File: src/rtl/bp_train_queue.sv
`default_nettype none
// ---------------------------------------------------------------------------
// bp_train_queue : in-flight branch record FIFO that pairs in-order
//                  resolutions with predictions and drives predictor training
// Revision 1.0
// ---------------------------------------------------------------------------
module bp_train_queue #(
  parameter int N     = 7,
  parameter int DEPTH = 8
) (
  input  logic                       clk,
  input  logic                       reset,
  input  logic                       pred_valid,
  input  logic [N-1:0]               pred_pc,
  input  logic [N-1:0]               pred_history,
  input  logic                       pred_taken,
  output logic                       pred_ready,
  input  logic                       resolve_valid,
  input  logic                       resolve_taken,
  input  logic                       flush,
  output logic                       train_valid,
  output logic                       train_taken,
  output logic                       train_mispredicted,
  output logic [N-1:0]               train_history,
  output logic [N-1:0]               train_pc,
  output logic [$clog2(DEPTH+1)-1:0] count,
  output logic                       overflow,
  output logic                       underflow
);

  localparam int AW = $clog2(DEPTH);
  localparam int CW = $clog2(DEPTH + 1);
  localparam logic [CW-1:0] FULL_COUNT = CW'(DEPTH);

  logic [N-1:0]  pc_mem    [DEPTH];
  logic [N-1:0]  hist_mem  [DEPTH];
  logic          taken_mem [DEPTH];
  logic [AW-1:0] head;
  logic [AW-1:0] tail;
  logic          suppress;

  logic do_pop;
  logic mispredict_pop;
  logic discard;
  logic do_push;
  logic push_dropped;
  logic empty_resolve;

  assign pred_ready = (count != FULL_COUNT);

  always_comb begin
    do_pop         = resolve_valid && (count != '0) && !flush;
    mispredict_pop = do_pop && (resolve_taken != taken_mem[head]);
    // Wrong-path pushes are dropped silently while the predictor history
    // is unrepaired (the mispredict cycle and the one after it).
    discard        = flush || mispredict_pop || suppress;
    do_push        = pred_valid && pred_ready && !discard;
    push_dropped   = pred_valid && !pred_ready && !discard;
    empty_resolve  = resolve_valid && (count == '0) && !flush;
  end

  always_ff @(posedge clk) begin
    if (do_push) begin
      pc_mem[tail]    <= pred_pc;
      hist_mem[tail]  <= pred_history;
      taken_mem[tail] <= pred_taken;
    end
  end

  always_ff @(posedge clk) begin
    if (reset) begin
      head               <= '0;
      tail               <= '0;
      count              <= '0;
      suppress           <= 1'b0;
      train_valid        <= 1'b0;
      train_taken        <= 1'b0;
      train_mispredicted <= 1'b0;
      train_history      <= '0;
      train_pc           <= '0;
      overflow           <= 1'b0;
      underflow          <= 1'b0;
    end else begin
      train_valid <= do_pop;
      overflow    <= push_dropped;
      underflow   <= empty_resolve;
      suppress    <= mispredict_pop;
      if (do_pop) begin
        train_taken        <= resolve_taken;
        train_mispredicted <= mispredict_pop;
        train_pc           <= pc_mem[head];
        train_history      <= hist_mem[head];
      end
      if (flush || mispredict_pop) begin
        head  <= '0;
        tail  <= '0;
        count <= '0;
      end else begin
        if (do_push) tail <= tail + AW'(1);
        if (do_pop)  head <= head + AW'(1);
        case ({do_push, do_pop})
          2'b10:   count <= count + CW'(1);
          2'b01:   count <= count - CW'(1);
          default: count <= count;
        endcase
      end
    end
  end

endmodule
`default_nettype wire

File: config.mk
export PLATFORM = sky130hd
export DESIGN_NAME = bp_train_queue
export DESIGN_NICKNAME = d
export VERILOG_FILES = /design/src/rtl/bp_train_queue.sv
export SDC_FILE = /design/constraint.sdc
export NUM_CORES = 1
export LEC_CHECK = 0
export BUFFER_PORTS_ARGS = -buffer_cell sky130_fd_sc_hd__buf_2
export CAP_MARGIN = 20
export CELL_PAD_IN_SITES_DETAIL_PLACEMENT = 1
export CELL_PAD_IN_SITES_GLOBAL_PLACEMENT = 2
export CORE_UTILIZATION = 36
export CTS_CLUSTER_DIAMETER = 50
export DETAILED_ROUTE_END_ITERATION = 8
export GPL_TIMING_DRIVEN = 0
export PLACE_DENSITY_LB_ADDON = 0.05
export SYNTH_ARGS = -nofsm -noshare
export SYNTH_HDL_FRONTEND = slang
export SYNTH_SLANG_ARGS = --single-unit
File: constraint.sdc
create_clock -name clk -period 3.1 [get_ports clk]
set_input_delay 0.62 -clock clk [delete_from_list [all_inputs] [get_ports clk]]
set_output_delay 0.62 -clock clk [all_outputs]
set_load 0.01 [all_outputs]
==> impl_results.md, run 1 <==
- Crit Path Class: reg2reg
- Post-layout minimum cycle time: a little under 3000 ps
- Most common cell in the netlist: edfxtp_1
- Area contributors post-synth: edfxtp_1 62%, dfxtp_1 11%, mux4_2 11%
- Max cap viols: 0
- Initial core utilization: 36.9%
- P&R area growth vs syn: 22.8%
- Rows: 46
- FF-to-FF path depth: 14
- Worst-margin pin slew: approximately 910 ps
- Worst Setup Start Kind: flop
- Yosys warnings: 0
- Total Wirelength: 13.2 mm
- Nets@finish: 424
- Vias per Instance: 4.89
- Ys flop type: edfxtp_1
- Largest net degree at the start of global routing: 17
- Yosys top cell by area: edfxtp_1
- Number of diodes: 0
- Worst hold path class: in2reg
- Via count: 3065
- Routability-driven placement congestion ratio: around 0.66
- Setup Viol. Count Final: 0
- PortBufs: 44
- Clock sinks: 153
- Synthesized area per cell: 18.4 um^2
- Hold buffers post-CTS: 0
- Peak VDD IR: approximately 0.00042 V
- Initial antenna violation count: 0
- P per Cell Area: 629 mW/mm^2
- Max clock buf depth: 2
- H-tree depth: 4
- Clk_skew: 5.42 ps
- Chip Height: 130 um
- Die area: 0.0168 mm^2
- Sequential fraction of the synthesis area: 72.8%
- Final Instance Area: 0.00719 mm^2
- Dpl hpwl: 8.98 mm
- EDFF count, synth: 120
- RSZ-0062 raised after global routing: no
- Status: completed
- GR Overflow Total: 0
- Layout cell share with drive strength beyond 1: 37.0%
- Power Total: 4.53 mW
- First-pass detailed-route iteration total: 4
- Crit end category: flop
- #FFs+latches synth: 153
- Die X-Extent: 130 um
- Largest fanout on the critical path: 5
- Final Hold Viols: 0
- Synth Net Count: 345
- CTS root buf: clkbuf_16
- DR iter-0 viols: 152
- Routed len/inst: 21.0 um
- Gr usage total: 17.5%
- Peak Freq: 341 MHz
- Worst Hold Path Cells: 1
- Reg clk slew, reported paths: 60 ps
- Placeable Area: 0.0159 mm^2
- Num CTS Buffers: 17
- Post-synth top area share: 61.5%
- Worst Path Required: 3420 ps
- I/O pins: 45
- Worst-Skew Late Latency: 420 ps
- Mapped cell area: 0.00586 mm^2
- Slew Viols, Final: 0
- Vias in the first global route: between 3000 and 4000
- Placed cell area: between 0.006 and 0.007 mm^2
- Pleak: 2.38 nW
- Remaining antenna violation count: 0
- Worst slew margin: 38.7%
- Gate Count Post-Synth: 319
- TritonCTS clock tree: built
- Synth unique cells: 34
- Commonest cells post-synth: 120 x edfxtp_1, 33 x dfxtp_1, 29 x mux4_2, 25 x nor2_1, 20 x mux2i_1
- Ys async rst share: 0%
- Final period utilization: 94.5%
- DRC viols: 0
- First-pass GRT wire length: 20.1 mm
- Critical Path AT: roughly 3300 ps
[layer usage]
layer	vias to the layer above	wire length (um)	GRT usage, %
li1	1419	-	-
met1	1562	5870	22.1
met2	68	6590	29.2
met3	16	478	3.67
met4	0	231	8.00
met5	-	0	0
[layout by cell type (no fill, tap or decap), types with 5 or more instances in the layout]
master	n
nand2_1	7
buf_6	6
dfxtp_1	33
mux2i_1	20
clkbuf_1	7
clkbuf_16	17
a211oi_1	14
nor2_1	24
buf_4	11
nor2_2	7
clkinv_2	5
mux4_2	29
edfxtp_1	120
buf_2	49
xor2_1	5
[sequential cells by signal (all words and copies together) (netlist names), named ones only]
name                flops
overflow                1
suppress                1
train_history           7
train_taken             1
train_pc                7
hist_mem               56
head                    3
pc_mem                 56
count                   4
underflow               1
train_mispredicted      1
tail                    3
train_valid             1
taken_mem               8
[report_power, final]
group	internal, mW	total (mW)	switching [mW]
registers	2.23	2.24	0.0104
logic	0.0517	0.132	0.0806
clock network	1.34	2.15	0.815
[worst paths after layout]
kind	start	end	slack (ps)
min	pred_pc[5]	pc_mem[3][5]$_DFFE_PP_	470
min reg2reg	train_mispredicted$_SDFFE_PP0P_	train_mispredicted$_SDFFE_PP0P_	480
max reg2reg	flop	count[2]$_SDFFE_PP0P_	170
max	flop	count[2]$_SDFFE_PP0P_	170
[kinds of logic (layout without fill, tap and decap cells)]
group	count (synthesis)	count (layout)	share of synthesized area (%)
flip-flops	153	153	72.8
AND/OR/NAND/NOR	62	62	5.73
multiplexers	50	50	15.0
AO/OA/AOI/OAI	22	22	2.52
buffers and inverters	18	110	1.58
XOR/XNOR	9	9	1.35
adder cells (fa/ha/maj)	5	5	1.07
[layout make-up]
| class | count | area, um^2 |
|---|---|---|
| Sequential cell | 153 | 4260 |
| Inverter | 2 | 11.3 |
| Buffer | 15 | 81.3 |
| Tap cell | 216 | 270 |
| Clock inverter | 14 | 180 |
| Fill cell | 1560 | 8690 |
| Multi-Input combinational cell | 148 | 1570 |
| Clock buffer | 18 | 429 |
| Timing Repair Buffer | 61 | 385 |
[what timing repair did]
action,in CTS,in global routing
endpoints found under the setup margin,24,2
pin swaps,0,0
gates resized for setup,2,4
buffers inserted,0,5
[through the flow]
stage | instances | utilization (%) | TNS, ps | setup slack, ps | hold slack, ps
2_1_floorplan | 319 | - | -7300 | -243 | 477
3_3_place_gp | 579 | 40.0 | -170920 | -2350 | 459
3_5_place_dp | 591 | 41.1 | -1910 | -483 | 476
4_1_cts | 622 | 44.9 | 0 | 18.1 | 451
5_1_grt | 627 | 45.3 | 0 | 9.56 | 466
6_report | 627 | 45.3 | 0 | 171 | 467
[worst max-delay path: stages (launching register included)]
cell	delay, ps
dfxtp_1	310
buf_6	130
mux2i_1	130
mux4_2	530
mux2i_4	250
nand2_4	110
or2_1	250
ha_2	220
xor2_1	150
ha_1	210
a21oi_2	120
xor2_1	150
nor2_1	70
xnor2_1	150
nor2_1	60
Note: power is estimated with default switching activity, not from simulation.
==> inputs of run 2 (changes only) <==
- CORE_MARGIN: not set -> 2
==> impl_results.md, run 2 (synthesis gave the netlist of run 1 again) <==
- Status: completed
- TritonCTS clock tree: built
- Hold buffers post-CTS: 0
- Top Registers: hist_mem: 56 flops, pc_mem: 56 flops, taken_mem: 8 flops
- First-pass detailed-route iteration total: 5
- DR iter-0 viols: 171
- Total Wirelength: 13.1 mm
- Chip Height: 132 um
- GR Overflow Total: 0
- Met3 Use GR: 4.24%
- Worst hold path class: reg2reg
- Dpl hpwl: 8.81 mm
- Initial antenna violation count: 1
- DRC viols: 0
- Placeable Area: 0.0159 mm^2
- Worst slew margin: 38.5%
- Worst Setup Start Kind: flop
- Die area: between 0.015 and 0.02 mm^2
- Final Hold Viols: 0
- Pleak: around 2.3 nW
- Vias in the first global route: 3325
- Max cap viols: 0
- Nets@finish: 422
- P&R area growth vs syn: 22.7%
- Worst-margin pin slew: ~920 ps
- Most common cell after layout, fill and taps aside: edfxtp_1
- Crit end category: flop
- Power Total: roughly 4.5 mW
- Critical Path AT: 3270 ps
- H-tree depth: 4
- Multi-input gate area: 0.00158 mm^2
- Cells after DPL: 590
- First-pass GRT wire length: 20.4 mm
- Peak VDD IR: between 0.0003 and 0.0004 V
- Storage element area: 0.00426 mm^2
- Slew Viols, Final: 0
- Reg clk slew, reported paths: 60 ps
- Setup Viol. Count Final: 0
- Rows: 46
- Clk_skew: 8.44 ps
- Final period utilization: 95.3%
- CTS root buf: clkbuf_16
- Clock sinks: roughly 150
- I/O pins: 45
- Worst Path Required: roughly 3400 ps
- Peak Freq: 339 MHz
- Crit Path Class: reg2reg
- Worst Hold Path Cells: 2
- Remaining antenna violation count: 0
- Max clock buf depth: 2
- Final Instance Area: 0.00718 mm^2
- Die X-Extent: 132 um
- Setup TNS: 0 ps
- Fillers: 1556
- Vias per Instance: roughly 4.9
- Most frequent cells in the layout: 120 x edfxtp_1, 49 x buf_2, 33 x dfxtp_1
- Largest fanout on the critical path: 5
- Initial core utilization: 36.9%
- Routability-driven placement congestion ratio: 0.673
- Via count: 3080
- Post-layout minimum cycle time: between 2000 and 3000 ps
- Routed len/inst: 20.9 um
- Non-filler cells, final: 626
- P per Cell Area: slightly above 600 mW/mm^2
- Num CTS Buffers: 17
- Worst-Skew Late Latency: between 400 and 500 ps
- Largest net degree at the start of global routing: 17
- PortBufs: 44
- GRT Max-Usage Layer: met2
- M1 GR Usage: 21.1%
- Met2 usage: a little over a quarter
- Util after Layout: a little under half
- Placed cell area: 0.00651 mm^2
- Layout cell share with drive strength beyond 1: 36.9%
- FF-to-FF path depth: 12
- Gr usage total: between 15 and 20%
run 2: final timing paths:
path                                                 startpoint                              end  slack (ps)
worst max-delay path                                       flop            count[3]$_SDFFE_PP0P_         150
worst min-delay path            train_mispredicted$_SDFFE_PP0P_  train_mispredicted$_SDFFE_PP0P_         460
worst max register to register                             flop            count[3]$_SDFFE_PP0P_         150
worst min register to register  train_mispredicted$_SDFFE_PP0P_  train_mispredicted$_SDFFE_PP0P_         460
run 2: area by class of cell:
cell class                 count  area share (%)
antenna                        1          0.0348
buffer                        15            1.13
clock buffer                  18            5.97
clock inverter                14            2.44
inverter                       2           0.157
multi-input combinational    148            22.0
sequential                   153            59.4
tap                          216            3.76
timing repair buffer          59            5.10
run 2: timing repair:
item	CTS	global route
setup buffers	0	4
gates resized for setup	2	6
setup endpoints to repair	27	20
run 2: worst max-delay path, stage by stage (launching register included):
cell      delay, ps
dfxtp_1         310
buf_6           130
mux2i_1         120
mux4_2          510
mux2i_4         280
nand2_4         120
or2_1           250
ha_1            370
nor4bb_1        310
nand3b_1        110
o31ai_1         100
xnor2_1         190
nor2_2           40
run 2: per-layer routing:
metal | share of wire [%] | wire length (um) | vias to the layer above
li1 | - | - | 1416
met1 | 45 | 5820 | 1595
met2 | 51 | 6620 | 54
met3 | 3.2 | 417 | 15
met4 | 1.6 | 215 | 0
met5 | 0 | 0 | -
run 2: where the power goes:
group / total (mW) / switching, mW / internal, mW
logic: 0.132 / 0.0803 / 0.0514
registers: 2.24 / 0.0110 / 2.23
clock network: 2.11 / 0.839 / 1.27
total: 4.48 / 0.930 / 3.55
run 2: metrics by stage:
step	hold WS, ps	setup WS (ps)
after floorplan	477	-243
after global placement	457	-2460
after detailed placement	450	-379
after CTS	445	31.7
after global routing	471	-1.84
final	459	147
